### src/rtl/data_mem_arbiter.sv
// Sequencer/arbiter sharing the byte-addressed data memory between the CPU MEM stage and the debug dump walker.
// Build option: define DATA_MEM_ARB_MISALIGN_TRAP_EN to trap misaligned half/word accesses instead of aligning them down.
module data_mem_arbiter #(
    parameter int unsigned NUM_BITS  = 32,
    parameter int unsigned NUM_SLOTS = 128,
    parameter int unsigned NUM_DIREC = $clog2(NUM_SLOTS),
    parameter int unsigned CNT_W     = 8
) (
    input  logic                    i_clk,
    input  logic                    i_reset,
    input  logic                    i_cpu_req,
    input  logic                    i_cpu_we,
    input  logic [1:0]              i_cpu_size,
    input  logic                    i_cpu_unsigned,
    input  logic [NUM_DIREC-1:0]    i_cpu_addr,
    input  logic [NUM_BITS-1:0]     i_cpu_wdata,
    output logic [NUM_BITS-1:0]     o_cpu_rdata,
    output logic                    o_cpu_ready,
    output logic                    o_cpu_misalign,
    input  logic                    i_dbg_start,
    input  logic [NUM_DIREC-1:0]    i_dbg_base,
    input  logic [CNT_W-1:0]        i_dbg_count,
    input  logic                    i_dbg_ack,
    output logic [NUM_BITS-1:0]     o_dbg_word,
    output logic                    o_dbg_valid,
    output logic                    o_dbg_busy,
    output logic                    o_dbg_done,
    output logic                    o_mem_we,
    output logic [NUM_BITS/8-1:0]   o_mem_byte_enb,
    output logic [NUM_DIREC-1:0]    o_mem_addr,
    output logic [NUM_BITS-1:0]     o_mem_wdata,
    input  logic [NUM_BITS-1:0]     i_mem_rdata
);

    localparam int unsigned NB = NUM_BITS / 8;

    typedef enum logic [2:0] {
        S_IDLE,
        S_CPU_ISSUE,
        S_CPU_RESP,
        S_DUMP_ISSUE,
        S_DUMP_HOLD
    } state_e;

    state_e                 state_q, state_d;

    logic [NUM_BITS-1:0]    cpu_rdata_q, cpu_rdata_d;
    logic                   cpu_ready_q, cpu_ready_d;
    logic                   cpu_misalign_q, cpu_misalign_d;
    logic [NUM_BITS-1:0]    dbg_word_q, dbg_word_d;
    logic                   dbg_valid_q, dbg_valid_d;
    logic                   dbg_busy_q, dbg_busy_d;
    logic                   dbg_done_q, dbg_done_d;
    logic                   mem_we_q, mem_we_d;
    logic [NB-1:0]          mem_enb_q, mem_enb_d;
    logic [NUM_DIREC-1:0]   mem_addr_q, mem_addr_d;
    logic [NUM_BITS-1:0]    mem_wdata_q, mem_wdata_d;

    logic                   req_we_q, req_we_d;
    logic [1:0]             req_size_q, req_size_d;
    logic                   req_uns_q, req_uns_d;
    logic                   req_trap_q, req_trap_d;
    logic [NUM_DIREC-1:0]   dump_addr_q, dump_addr_d;
    logic [CNT_W-1:0]       dump_left_q, dump_left_d;

    logic                   cpu_is_half_c;
    logic                   cpu_is_word_c;
    logic                   cpu_trap_c;
    logic [NUM_DIREC-1:0]   cpu_addr_c;
    logic [NB-1:0]          cpu_enb_c;
    logic                   cpu_go;
    logic                   dump_go;

    assign cpu_is_half_c = (i_cpu_size == 2'b01);
    assign cpu_is_word_c = i_cpu_size[1];

    // Misalignment either traps the access or silently clears the low address bits.
`ifdef DATA_MEM_ARB_MISALIGN_TRAP_EN
    assign cpu_trap_c = (cpu_is_half_c && i_cpu_addr[0]) ||
                        (cpu_is_word_c && (i_cpu_addr[1:0] != 2'b00));
    assign cpu_addr_c = i_cpu_addr;
`else
    assign cpu_trap_c = 1'b0;
    always_comb begin
        cpu_addr_c = i_cpu_addr;
        if (cpu_is_word_c) begin
            cpu_addr_c[1:0] = 2'b00;
        end else if (cpu_is_half_c) begin
            cpu_addr_c[0] = 1'b0;
        end
    end
`endif

    always_comb begin
        if (cpu_is_word_c) begin
            cpu_enb_c = '1;
        end else if (cpu_is_half_c) begin
            cpu_enb_c = NB'(3);
        end else begin
            cpu_enb_c = NB'(1);
        end
    end

    // Lane 0 holds the byte at the access address, so loads extend straight from the low lanes.
    function automatic logic [NUM_BITS-1:0] extend_load(
        input logic [NUM_BITS-1:0] raw,
        input logic [1:0]          size,
        input logic                uns
    );
        logic [NUM_BITS-1:0] res;
        case (size)
            2'b00:   res = uns ? NUM_BITS'(raw[7:0])  : {{(NUM_BITS-8){raw[7]}},   raw[7:0]};
            2'b01:   res = uns ? NUM_BITS'(raw[15:0]) : {{(NUM_BITS-16){raw[15]}}, raw[15:0]};
            default: res = raw;
        endcase
        return res;
    endfunction

    always_comb begin
        state_d        = state_q;
        cpu_rdata_d    = cpu_rdata_q;
        cpu_ready_d    = 1'b0;
        cpu_misalign_d = 1'b0;
        dbg_word_d     = dbg_word_q;
        dbg_valid_d    = dbg_valid_q;
        dbg_busy_d     = dbg_busy_q;
        dbg_done_d     = 1'b0;
        mem_we_d       = 1'b0;
        mem_enb_d      = '0;
        mem_addr_d     = '0;
        mem_wdata_d    = '0;
        req_we_d       = req_we_q;
        req_size_d     = req_size_q;
        req_uns_d      = req_uns_q;
        req_trap_d     = req_trap_q;
        dump_addr_d    = dump_addr_q;
        dump_left_d    = dump_left_q;
        cpu_go         = 1'b0;
        dump_go        = 1'b0;

        // Dump bookkeeping runs in every state so an ack is honoured even while the CPU owns the memory.
        if (!dbg_busy_q && i_dbg_start) begin
            if (i_dbg_count == '0) begin
                dbg_done_d = 1'b1;
            end else begin
                dbg_busy_d  = 1'b1;
                dump_addr_d = i_dbg_base;
                dump_left_d = i_dbg_count;
            end
        end
        if (dbg_valid_q && i_dbg_ack) begin
            dbg_valid_d = 1'b0;
            dump_addr_d = dump_addr_q + NUM_DIREC'(NB);
            dump_left_d = dump_left_q - CNT_W'(1);
            if (dump_left_q == CNT_W'(1)) begin
                dbg_busy_d = 1'b0;
                dbg_done_d = 1'b1;
            end
        end

        case (state_q)
            S_IDLE: begin
                if (i_cpu_req) begin
                    cpu_go = 1'b1;
                end else if (dbg_busy_q && !dbg_valid_q) begin
                    dump_go = 1'b1;
                end
            end
            S_CPU_ISSUE: begin
                state_d        = S_CPU_RESP;
                cpu_ready_d    = 1'b1;
                cpu_misalign_d = req_trap_q;
                cpu_rdata_d    = (req_we_q || req_trap_q) ? '0
                                 : extend_load(i_mem_rdata, req_size_q, req_uns_q);
            end
            S_CPU_RESP: begin
                state_d = S_IDLE;
            end
            S_DUMP_ISSUE: begin
                state_d     = S_DUMP_HOLD;
                dbg_word_d  = i_mem_rdata;
                dbg_valid_d = 1'b1;
            end
            S_DUMP_HOLD: begin
                if (i_cpu_req) begin
                    cpu_go = 1'b1;
                end else if (i_dbg_ack) begin
                    state_d = S_IDLE;
                end
            end
            default: begin
                state_d = S_IDLE;
            end
        endcase

        if (cpu_go) begin
            state_d     = S_CPU_ISSUE;
            req_we_d    = i_cpu_we;
            req_size_d  = i_cpu_size;
            req_uns_d   = i_cpu_unsigned;
            req_trap_d  = cpu_trap_c;
            mem_we_d    = i_cpu_we && !cpu_trap_c;
            mem_enb_d   = cpu_trap_c ? '0 : cpu_enb_c;
            mem_addr_d  = cpu_addr_c;
            mem_wdata_d = i_cpu_wdata;
        end else if (dump_go) begin
            state_d    = S_DUMP_ISSUE;
            mem_enb_d  = '1;
            mem_addr_d = dump_addr_q;
        end
    end

    always_ff @(posedge i_clk) begin
        if (i_reset) begin
            state_q        <= S_IDLE;
            cpu_rdata_q    <= '0;
            cpu_ready_q    <= 1'b0;
            cpu_misalign_q <= 1'b0;
            dbg_word_q     <= '0;
            dbg_valid_q    <= 1'b0;
            dbg_busy_q     <= 1'b0;
            dbg_done_q     <= 1'b0;
            mem_we_q       <= 1'b0;
            mem_enb_q      <= '0;
            mem_addr_q     <= '0;
            mem_wdata_q    <= '0;
            req_we_q       <= 1'b0;
            req_size_q     <= 2'b00;
            req_uns_q      <= 1'b0;
            req_trap_q     <= 1'b0;
            dump_addr_q    <= '0;
            dump_left_q    <= '0;
        end else begin
            state_q        <= state_d;
            cpu_rdata_q    <= cpu_rdata_d;
            cpu_ready_q    <= cpu_ready_d;
            cpu_misalign_q <= cpu_misalign_d;
            dbg_word_q     <= dbg_word_d;
            dbg_valid_q    <= dbg_valid_d;
            dbg_busy_q     <= dbg_busy_d;
            dbg_done_q     <= dbg_done_d;
            mem_we_q       <= mem_we_d;
            mem_enb_q      <= mem_enb_d;
            mem_addr_q     <= mem_addr_d;
            mem_wdata_q    <= mem_wdata_d;
            req_we_q       <= req_we_d;
            req_size_q     <= req_size_d;
            req_uns_q      <= req_uns_d;
            req_trap_q     <= req_trap_d;
            dump_addr_q    <= dump_addr_d;
            dump_left_q    <= dump_left_d;
        end
    end

    assign o_cpu_rdata    = cpu_rdata_q;
    assign o_cpu_ready    = cpu_ready_q;
    assign o_cpu_misalign = cpu_misalign_q;
    assign o_dbg_word     = dbg_word_q;
    assign o_dbg_valid    = dbg_valid_q;
    assign o_dbg_busy     = dbg_busy_q;
    assign o_dbg_done     = dbg_done_q;
    assign o_mem_we       = mem_we_q;
    assign o_mem_byte_enb = mem_enb_q;
    assign o_mem_addr     = mem_addr_q;
    assign o_mem_wdata    = mem_wdata_q;

endmodule

### config.mk
export PLATFORM = sky130hd
export DESIGN_NAME = data_mem_arbiter
export DESIGN_NICKNAME = d
export VERILOG_FILES = /design/src/rtl/data_mem_arbiter.sv
export SDC_FILE = /design/constraint.sdc
export NUM_CORES = 1
export LEC_CHECK = 0
export CAP_MARGIN = 20
export CORE_MARGIN = 3
export CORE_UTILIZATION = 50
export CTS_BUF_LIST = sky130_fd_sc_hd__clkbuf_8
export DETAILED_ROUTE_END_ITERATION = 7
export DONT_BUFFER_PORTS = 1
export PLACE_DENSITY = 0.62
export SLEW_MARGIN = 20
export SYNTH_ARGS = -nofsm -noshare
export SYNTH_HDL_FRONTEND = slang
export SYNTH_SLANG_ARGS = --single-unit
### constraint.sdc
create_clock -name i_clk -period 4.55 [get_ports i_clk]
set_clock_uncertainty 0.2 [all_clocks]
set_input_delay 0.6825 -clock i_clk [delete_from_list [all_inputs] [get_ports i_clk]]
set_output_delay 0.6825 -clock i_clk [all_outputs]
set_load 0.05 [all_outputs]
# Yosys cells after proc, flatten, opt, wreduce, memory -nomap -nowiden
# Index checks and enable logic that the tools add are counted.
# word_totals
regBits	134
in_bits	95
out_inout_bits	113
elab_cells	95
# classes
n_addsub	2
n_eq_ne	15
mux	40
bitwise	2
n_reduce_logical	18
# op_table
op	n
$mux 32	3
$pmux 32 s2	1
$mux 7	5
$mux 8	3
$mux 1	20
$mux 4	3
$pmux 3 s4	1
$ne 3x3->1 const B	3
$reduce_and 3->1	3
$eq 8x1->1 const B	1
$logic_not 8->1	1
$ne 4x4->1 const B	2
$sub 8x1->8 const B	1
$add 7x3->7 const B	1
$mux 3	2
$ne 2x2->1 const B	3
$reduce_or 2->1	3
$eq 2x1->1 const B	2
$mux 2	2
$reduce_bool 2->1	2
$eq 3x1->1 const B	1
$eq 3x2->1 const B	1
$eq 3x3->1 const B	1
$logic_and 1x1->1	3
other kinds (7)	9

# Longest topological paths before layout
# Gate-level depths: netlist of the first run.
# logic_depth
ltp_word	7
mapped_depth	7
mapped_depth_nobuf	5

# Least setup slack after synthesis of the first run
# OpenSTA, ideal clock, no wires.
# synth_timing
kind	in2reg
startpoint	input i_dbg_count[2]
endpoint	register dump_addr_q[5]
setup_time_ns	0.074
arrival_time_ns	1.844
required_time_ns	4.276
setup_slack_ns	2.432
cell_stages	5
n_path_buf	1
path_cell_list	or4_4 -> o211ai_2 -> buf_6 -> o211ai_2 -> a31oi_2
# synth_between
elab_chain_cells	3
# synth_rtl
element	line	rtl
start: declaration	22	input logic [CNT_W-1:0] i_dbg_count,
$logic_not 8->1	143	if (i_dbg_count == '0) begin
$ne 2x1->1 (no line)	--	
$reduce_and 2->1 (no line)	--	
end signal: assignment	250	dump_addr_q <= dump_addr_d;
end: declaration	63	logic [NUM_DIREC-1:0] dump_addr_q, dump_addr_d;
# Every way passes these cells.
# A chain may end at the register's enable or synchronous reset.

# Final worst setup path of the first run
# layout_timing
startpoint	register state_q[2]
endpoint	register cpu_rdata_q[31], in the netlist o_cpu_rdata[31]
# layout_between
elab_chain_cells	1
# layout_rtl
element	line	rtl
start: declaration	45	state_e state_q, state_d;
start signal: assignment	234	state_q <= state_d;
$eq 3x1->1	161	case (state_q)
end signal: assignment	235	cpu_rdata_q <= cpu_rdata_d;
end: declaration	47	logic [NUM_BITS-1:0] cpu_rdata_q, cpu_rdata_d;
# Every way passes these cells.

==> results of run 1 <==
[power by group through the flow]
stage	logic, W	clock network (W)	registers [W]
finish	0.000149	0.000985	0.00143
global route	0.000170	0.00107	0.00144
CTS	0.000150	0.00101	0.00143
detailed placement	0.000149	0	0.00146
global placement	0.000144	0	0.00146
floorplan	0.000148	0	0.00144
[flip-flops by register name, indices dropped and copies added, names as in the netlist, 2 cells and up]
signal / cells
o_mem_byte_enb: 3
dump_left_q: 8
state_q: 3
o_mem_wdata: 32
req_size_q: 2
dump_addr_q: 7
o_cpu_rdata: 32
o_mem_addr: 7
o_dbg_word: 32
[critical path, cell delays in order (launching register included)]
cell	delay [ns]
dfxtp_1	0.40
or3b_1	0.75
nor3_2	0.05
o21ai_1	0.57
o21ai_0	0.24
[synthesized netlist by cell type (2+ instances only)]
master    count  area (µm²)
and2_1       35         219
nor3b_1      10        75.1
a22o_1        5        43.8
buf_4         2        15.0
a21oi_1      50         250
nand2_1     104         390
dfxtp_1     133        2660
o21ai_0      16        80.1
nand3_1       5        25.0
nand2b_1      3        18.8
inv_1         4        15.0
o211ai_2      3        37.5
nor2b_1      19         119
mux2i_1       6        60.1
ha_1          3        37.5
o211ai_1      2        15.0
a31oi_1       5        31.3
buf_2         7        35.0
nand4_1       2        12.5
or3_1         3        18.8
nor2_1       35         131
or2_2         4        25.0
a32o_1        2        20.0
buf_6         2        22.5
or4_4         2        22.5
a21o_1        2        15.0
nor4_1        4        25.0
o21ai_1      11        55.1
a211oi_1      5        37.5
clkbuf_1     26        97.6
a22oi_1       9        67.6
[worst max-delay path by stage]
| stage | slack, ns | to | start | depth (start not counted) |
|---|---|---|---|---|
| 2_1_floorplan | 2.43 | dump_addr_q[5] | i_dbg_count[2] | 5 |
| 3_3_place_gp | 2.07 | o_cpu_rdata[23] | state_q[2] | 4 |
| 3_5_place_dp | 1.93 | o_cpu_rdata[20] | state_q[2] | 4 |
| 4_1_cts | 1.91 | o_cpu_rdata[20] | state_q[2] | 4 |
| 5_1_grt | 1.92 | o_cpu_rdata[19] | state_q[2] | 4 |
| 6_report | 2.17 | o_cpu_rdata[31] | state_q[2] | 4 |
[cell type report]
cell class	instances	area, µm²	area share
clock buffers	17	234	0.0444
clock inverters	15	173	0.0328
inverters	4	15.0	0.00285
multi-input cells	363	2000	0.380
flip-flops and latches	133	2660	0.505
well taps	129	161	0.0306
repair buffers	3	22.5	0.00427
[stage by stage]
stage | setup slack, ns | utilization | power [W]
floorplan | 2.43 | - | 0.00159
global placement | 2.07 | 0.521 | 0.00160
detailed placement | 1.93 | 0.521 | 0.00161
CTS | 1.91 | 0.565 | 0.00260
global route | 1.92 | 0.565 | 0.00268
finish | 2.17 | 0.565 | 0.00257
[routing by layer]
metal / track usage / vias to the layer above
met5: 0 / -
met4: 0.0655 / 0
met3: 0.104 / 18
met2: 0.347 / 167
met1: 0.244 / 1708
li1: - / 1775
[logic make-up after synthesis]
family | after synthesis | synth area share
and+or+nand+nor | 233 | 0.235
xor gates and xnor gates | 1 | 0.00180
other | 1 | 0.000772
muxes | 7 | 0.0147
DFF | 133 | 0.548
buffers and inverters | 43 | 0.0410
adders and majority gates | 3 | 0.00773
AOI/OAI and AO/OA | 118 | 0.150
==> results.md, run 1 <==
- Num Clock Sinks: around 130
- Top layer in use: met4
- Sequential fraction of the synthesis area: 0.548
- Worst R2R Path Depth: 4
- Mapped Avg Cell Area: around 9 µm²
- Vias in the first global route: between 3000 and 4000
- Port buffer count: 0
- Inst Count DP: 632
- Req. time, crit path: 4.60 ns
- Row Count: 35
- Clock transition at path regs: about 0.08 ns
- Post-cts resize count: 0
- Design area: around 0.0053 mm²
- Antenna violations before repair: 0
- Finished Layout Cells: 664
- Syn Nets: between 600 and 700
- Drt drc: 0
- R2R Path Start: state_q[2]
- Hold Slack: between 0.1 and 0.15 ns
- Tcrit/Tclk final: 0.523
- Worst-Skew Late Latency: 0.42 ns
- Most common cell after layout, fill and taps aside: dfxtp_1
- Post-CTS Setup Bufs: 0
- #FFs+latches synth: ~130
- Worst reg2reg path endpoint: o_cpu_rdata[31]
- Layout cells sized above 1: 0.0972
- Mapped Area: between 0.004 and 0.005 mm²
- Final setup viols: 0
- Met1 WL: around 4.6 mm
- FF-to-FF setup slack: ~2.2 ns
- Post-layout min period: 2.38 ns
- Hold Path Depth: 1
- Hold path startpoint: i_reset
- Total CTS buffers: 17
- YS warnings: 0
- Worst Setup End Kind: flip-flop
- Worst relative slew slack: 0.315
- CTS tree: built
- Clock power share: 0.384
- Commonest cells after routing, fill and taps aside: 133 x dfxtp_1, 104 x nand2_1, 50 x a21oi_1
- Element type at the critical path start: flip-flop
- CTS Root Buffer Type: clkbuf_8
- Total track usage: 0.212
- Slew Viols, Final: 0
- Io pins: 208
- Die H: 105 µm
- Library cells used by synthesis: around 50
- Crit path kind: reg2reg
- Post-Route WL: around 12 mm
- Cell Pwr Density: 487 mW/mm²
- Comb power frac: 0.058
- Fillers: roughly 860
- Antenna cell count: 0
- WL/cell: 17.7 µm
- Worst-Margin Slew: ~1.0 ns
- Top_reg_cell synth: dfxtp_1
- Data arrival, critical path: ~2.4 ns
- Switching power: 0.000779 W
- DP HPWL: between 8 and 9 mm
- First-pass GRT wire length: about 18 mm
- Min-Delay Path Class: in2reg
- Effective utilization at floorplan: 0.521
- Hold EP: o_dbg_word[13]
- Die W: 105 µm
- P&R area growth vs syn: 8.47%
- # hold bufs at CTS: 0
- Met2 wire length: between 5 and 6 mm
- Sequential Power Share: 0.559
- Setup TNS: 0 ns
- Die area: between 0.01 and 0.015 mm²
- Max IR drop VDD: approximately 0.21 mV
- Fraction of registers with async set/reset: 0
- Nets: 620
- Area post-placement: approximately 0.0049 mm²
- RSZ-0062 raised after global routing: no
- Grt ovf: 0
- Pin count of the biggest net entering global routing: 78
- Vias/cell: ~5.5
- Status: finished, final reports clean
- H-tree Lvls: 4
- Fmax: about 420 MHz
- EDFF count, synth: 0
- Switching Share: 0.303
- Post-synthesis cell count: between 500 and 600
- P_leak: about 2 nW
- Via count: around 3700
- 1st-pass router iterations: 4
- Core area: between 0.009 and 0.01 mm²
- WL met3: 1.28 mm
- Internal: roughly 0.0018 W
- Final ANT Viol Nets: 0
- Hold Fails Final Rpt: 0
- Initial DRC count: approximately 180
- Max clock buf depth: 2
- CP Max Fanout: 28
- Max cap viols: 0
- Placer congestion estimate: approximately 0.76
No activity file was read; power rests on OpenSTA's default activity.
==> inputs of run 2 (changes only) <==
==> constraint.sdc (replaced) <==
create_clock -name i_clk -period 2.2 [get_ports i_clk]
set_clock_uncertainty 0.2 [all_clocks]
set_input_delay 0.33 -clock i_clk [delete_from_list [all_inputs] [get_ports i_clk]]
set_output_delay 0.33 -clock i_clk [all_outputs]
set_load 0.05 [all_outputs]
==> results.md, run 2 (same netlist as run 1, synthesis figures left out) <==
- Critical path origin: state_q[0]
- Worst R2R Path Depth: 5 (+1)
- Max cap viols: 0 (unchanged)
- WL/cell: 17.2 µm (-2.8%)
- Worst reg2reg path endpoint: o_cpu_rdata[31]
- Element type at the critical path start: flip-flop
- Post-Route WL: 13.3 mm (+13%)
- Final ANT Viol Nets: 0 (unchanged)
- Fmax: 496 MHz (+18%)
- Worst-Margin Slew: 1.09 ns (+0.0706 ns)
- Setup TNS: 0 ns (unchanged)
- Nets: 729 (+18%)
- 1st-pass router iterations: 5 (+1)
- DP HPWL: 8.70 mm (+5.0%)
- Post-cts resize count: 0 (unchanged)
- Cell Pwr Density: 863 mW/mm² (+77%)
- Initial DRC count: 266 (+45%)
- Worst path cell trace: or3b_1 > buf_4 > nor3_2 > o21ai_1 > o21ai_0
- Slowest-stage cell, CP: or3b_1
- Port buffer count: 0 (unchanged)
- Data arrival, critical path: 2.15 ns (-0.28 ns)
- Post-layout min period: 2.02 ns (-0.362 ns)
- Pin count of the biggest net entering global routing: 74 (-5.1%)
- Die H: 105 µm (unchanged)
- Worst relative slew slack: 0.271 (-0.0440)
- Worst Setup End Kind: flip-flop
- Antenna violations before repair: 1 (+1)
- Fillers: 759 (-11%)
- Total track usage: 0.240 (+0.0277)
- P_leak: 2.41 nW (+23%)
- Tcrit/Tclk final: 0.917 (+0.394)
- First-pass GRT wire length: 21.2 mm (+14%)
- Placer congestion estimate: 0.817 (+8.2%)
- Effective utilization at floorplan: 0.521 (unchanged)
- CP Max Fanout: 16 (-43%)
- Clock transition at path regs: 0.08 ns (about the same)
- Post-CTS Setup Bufs: 0 (unchanged)
- Vias in the first global route: 4059 (+17%)
- Status: finished, final reports clean
- Die area: 0.0109 mm² (unchanged)
- Crit path kind: reg2reg
- H-tree Lvls: 4 (unchanged)
- R2R Path Start: state_q[0]
- Die W: 105 µm (unchanged)
- Via count: 4112 (+12%)
- Commonest cells after routing, fill and taps aside: 133 x dfxtp_1, 104 x nand2_1, 93 x dlygate4sd3_1
- Drt drc: 0 (unchanged)
- Max IR drop VDD: 0.354 mV (+69%)
- Most common cell after layout, fill and taps aside: dfxtp_1
- Final setup viols: 0 (unchanged)
- CTS Root Buffer Type: clkbuf_8
- Hold Fails Final Rpt: 0 (unchanged)
- Row Count: 35 (unchanged)
- Layout cells sized above 1: 0.104 (+0.00684)
- Req. time, crit path: 2.34 ns (-2.26 ns)
- Min-Delay Path Class: in2reg
- Num Clock Sinks: 133 (unchanged)
- RSZ-0062 raised after global routing: no
- Total CTS buffers: 17 (unchanged)
- Core area: 0.00933 mm² (unchanged)
- Final Util: 0.679 (+0.115)
- Io pins: 208 (unchanged)
- Slew Viols, Final: 0 (unchanged)
- End point of the critical path: o_cpu_rdata[31]
- Grt ovf: 0 (unchanged)
- Vias/cell: 5.31 (-3.8%)
- CTS tree: built
- Worst-Skew Late Latency: 0.42 ns (about the same)
- Max clock buf depth: 2 (unchanged)
- P&R area growth vs syn: 30.5%
- FF-to-FF setup slack: 0.18 ns (-1.99 ns)
- Crit-path max cell delay: 0.41 ns (-0.34 ns)
run 2: final cells by class:
cell class	instances	area, µm²	share of cell area
inverters	4	15.0	0.00237
repair buffers	112	1110	0.175
flip-flops and latches	133	2660	0.420
diodes	1	2.50	0.000395
multi-input cells	363	2000	0.315
clock inverters	14	144	0.0227
clock buffers	18	248	0.0391
well taps	129	161	0.0255
run 2: worst min path at each step:
| stage | startpoint | end | slack [ns] | cells after the start |
|---|---|---|---|---|
| 6_report | i_mem_rdata[2] | o_cpu_rdata[2] | 0.02 | 3 |
| 4_1_cts | i_mem_rdata[2] | o_cpu_rdata[2] | 0.001 | 3 |
| 5_1_grt | i_mem_rdata[14] | o_cpu_rdata[14] | 0.009 | 4 |
| 2_1_floorplan | dump_addr_q[0] | dump_addr_q[0] | 0.24 | 2 |
| 3_5_place_dp | i_reset | o_dbg_word[21] | 0.21 | 1 |
| 3_3_place_gp | i_reset | o_dbg_word[14] | 0.20 | 1 |
run 2: per-stage QoR:
step                worst slack, ns  power [W]  std cells  instance area (µm²)  hold slack [ns]
global route                 0.0190    0.00569        774                 6340          0.00942
CTS                           0.184    0.00551        773                 6330          0.00119
detailed placement            0.210    0.00336        647                 4980            0.206
finish                        0.183    0.00547        774                 6340           0.0228
floorplan                     0.254    0.00328        539                 4860            0.236
global placement              0.291    0.00335        647                 4980            0.205
run 2: power by group:
part	switching (W)	total, W	internal (W)	leakage [nW]
clock network	0.00102	0.00198	0.000957	0.187
logic	0.000273	0.000547	0.000274	1.14
registers	0.000410	0.00294	0.00253	1.08
run 2: per-layer routing:
layer  vias up  part of all wire  track usage
li1       2001                 -            -
met1      1919              0.40        0.279
met2       174              0.50        0.406
met3        18             0.089       0.0945
met4         0             0.013       0.0741
met5         -                 0            0
run 2: worst max-delay path: cells and delay by family (launching register included):
family	cells	cell delay (ns)
compound gates	2	0.62
simple gates	2	0.51
buf+inv	1	0.21
flops	1	0.39
run 2: timing repair:
| item | CTS | global route |
|---|---|---|
| hold buffers | 94 | 0 |
| endpoints found under the hold margin | 131 | 0 |
| endpoints found under the setup margin | 0 | 0 |
==> inputs of run 3 (changes only) <==
--- a/config.mk
+++ b/config.mk
@@ -11,7 +11,6 @@
 export CTS_BUF_LIST = sky130_fd_sc_hd__clkbuf_8
 export DETAILED_ROUTE_END_ITERATION = 7
 export DONT_BUFFER_PORTS = 1
-export PLACE_DENSITY = 0.62
 export SLEW_MARGIN = 20
 export SYNTH_ARGS = -nofsm -noshare
 export SYNTH_HDL_FRONTEND = slang
==> results.md, run 3 (same netlist as run 1, synthesis figures left out) <==
- Tcrit/Tclk final: 0.851 (-0.0662)
- P&R area growth vs syn: 30.4% (about the same)
- Final setup viols: 0 (unchanged)
- Initial DRC count: 216 (-19%)
- Vias/cell: 5.37 (+1.1%)
- Grt ovf: 0 (unchanged)
- Data arrival, critical path: 2.02 ns (-0.13 ns)
- Via count: 4142 (+0.73%)
- Layout cells sized above 1: 0.106 (+0.00188)
- Post-layout min period: 1.87 ns (-0.146 ns)
- Element type at the critical path start: flip-flop
- Die H: 105 µm (unchanged)
- 1st-pass router iterations: 5 (unchanged)
- Io pins: 208 (unchanged)
- Worst relative slew slack: 0.560 (+0.289)
- Worst-Margin Slew: 0.657 ns (-0.434 ns)
- Status: finished, final reports clean
- Port buffer count: 0 (unchanged)
- Min-Delay Path Class: in2reg
- Antenna cell count: 0 (-1)
- Drt drc: 0 (unchanged)
- Num Clock Sinks: 133 (unchanged)
- Effective utilization at floorplan: 0.521 (unchanged)
- Fmax: 534 MHz (+7.8%)
- Cell Pwr Density: 879 mW/mm² (+1.9%)
- Core area: 0.00933 mm² (unchanged)
- Row Count: 35 (unchanged)
- Nets: 727 (-0.27%)
- Worst reg2reg path endpoint: o_cpu_rdata[12]
- Hold Fails Final Rpt: 0 (unchanged)
- DP Worst Slack: 0.120 ns (-0.0899 ns)
- Crit path kind: reg2reg
- Fillers: 775 (+2.1%)
- FF-to-FF setup slack: 0.33 ns (+0.15 ns)
- First-pass GRT wire length: 21.5 mm (+1.5%)
- Die W: 105 µm (unchanged)
- Clock transition at path regs: 0.09 ns (about the same)
- Storage element area: 0.00266 mm² (unchanged)
- End point of the critical path: o_cpu_rdata[12]
- Placer congestion estimate: 0.793 (-3.0%)
- Final Util: 0.679 (about the same)
- Worst Setup End Kind: flip-flop
- CTS tree: built
- Max cap viols: 0 (unchanged)
- Worst R2R Path Depth: 6 (+1)
- Commonest cells after routing, fill and taps aside: 133 x dfxtp_1, 104 x nand2_1, 92 x dlygate4sd3_1
- Vias in the first global route: 4048 (-0.27%)
- CTS Root Buffer Type: clkbuf_8
- Area of the multi-input gates: 0.00200 mm² (+0.31%)
- CP Max Fanout: 23 (+7)
- Total track usage: 0.243 (+0.00283)
- Worst-Skew Late Latency: 0.42 ns (about the same)
- Pin count of the biggest net entering global routing: 74 (unchanged)
- Final worst slack: 0.329 ns (+0.146 ns)
- Critical path origin: state_q[0]
- Die area: 0.0109 mm² (unchanged)
- DP HPWL: 8.59 mm (-1.3%)
- Max IR drop VDD: 0.513 mV (+45%)
- WL/cell: 17.2 µm (-0.22%)
- RSZ-0062 raised after global routing: no
- H-tree Lvls: 4 (unchanged)
- Slew Viols, Final: 0 (unchanged)
- Post-Route WL: 13.2 mm (-0.61%)
- Antenna violations before repair: 0 (-1)
- Req. time, crit path: 2.35 ns (about the same)
- Max clock buf depth: 2 (unchanged)
- P_leak: 2.43 nW (+0.48%)
- R2R Path Start: state_q[0]
- Final ANT Viol Nets: 0 (unchanged)
- Total CTS buffers: 17 (unchanged)
- Setup TNS: 0 ns (unchanged)
- Post-CTS Setup Bufs: 0 (unchanged)
- Most common cell after layout, fill and taps aside: dfxtp_1
==> run 3: cell types whose count changed in the layout (fill, tap and decap cells not counted), sizes merged <==
cell         change
dlygate4sd3      -1
buf              -1
clkinvlp         -3
bufinv           +1
diode            -1
inv              +1
clkinv           +1
==> run 3: final cells by class <==
class / instances / area share
inverters: 4 / 0.00237
multi-input cells: 363 / 0.317
repair buffers: 110 / 0.170
well taps: 129 / 0.0255
flip-flops and latches: 133 / 0.420
clock buffers: 18 / 0.0391
clock inverters: 14 / 0.0261
==> run 3: worst min path at each step <==
| stage | from | end | cells past startpoint |
|---|---|---|---|
| 2_1_floorplan | dump_addr_q[0] | dump_addr_q[0] | 2 |
| 3_3_place_gp | i_reset | o_dbg_word[14] | 1 |
| 3_5_place_dp | i_reset | o_dbg_word[14] | 1 |
| 4_1_cts | i_mem_rdata[9] | o_cpu_rdata[9] | 4 |
| 5_1_grt | i_reset | o_cpu_rdata[21] | 3 |
| 6_report | i_dbg_count[1] | dump_left_q[1] | 2 |
==> run 3: metrics by stage <==
step	instance area (µm²)	total power [W]	hold WS [ns]	cells
finish	6330	0.00557	0.0137	771
detailed placement	4960	0.00336	0.207	646
floorplan	4860	0.00328	0.236	539
CTS	6330	0.00560	0.00375	771
global placement	4960	0.00335	0.204	646
global route	6330	0.00579	0.00165	771
==> run 3: repair_timing <==
action / CTS / global route
hold buffers: 93 / 0
hold endpoints to repair: 131 / 0
resized for setup: 0 / 0
==> run 3: layer usage <==
metal	GRT usage	wire, µm	vias to the layer above
met5	0	0	-
met4	0.0674	177	0
met3	0.102	1230	18
met2	0.415	6560	186
met1	0.278	5280	1933
li1	-	-	2005
==> run 3: worst max-delay path, cell delays in order (launching register included) <==
cell and delay [ns]:
dfxtp_1 0.38, or3b_1 0.48, buf_4 0.26, nor2_1 0.10, buf_4 0.16, a22oi_1 0.08, nor2_1 0.13
==> run 3: power breakdown <==
| group | switching (W) | internal [W] |
|---|---|---|
| clock network | 0.00102 | 0.00107 |
| registers | 0.000407 | 0.00253 |
| logic | 0.000271 | 0.000270 |
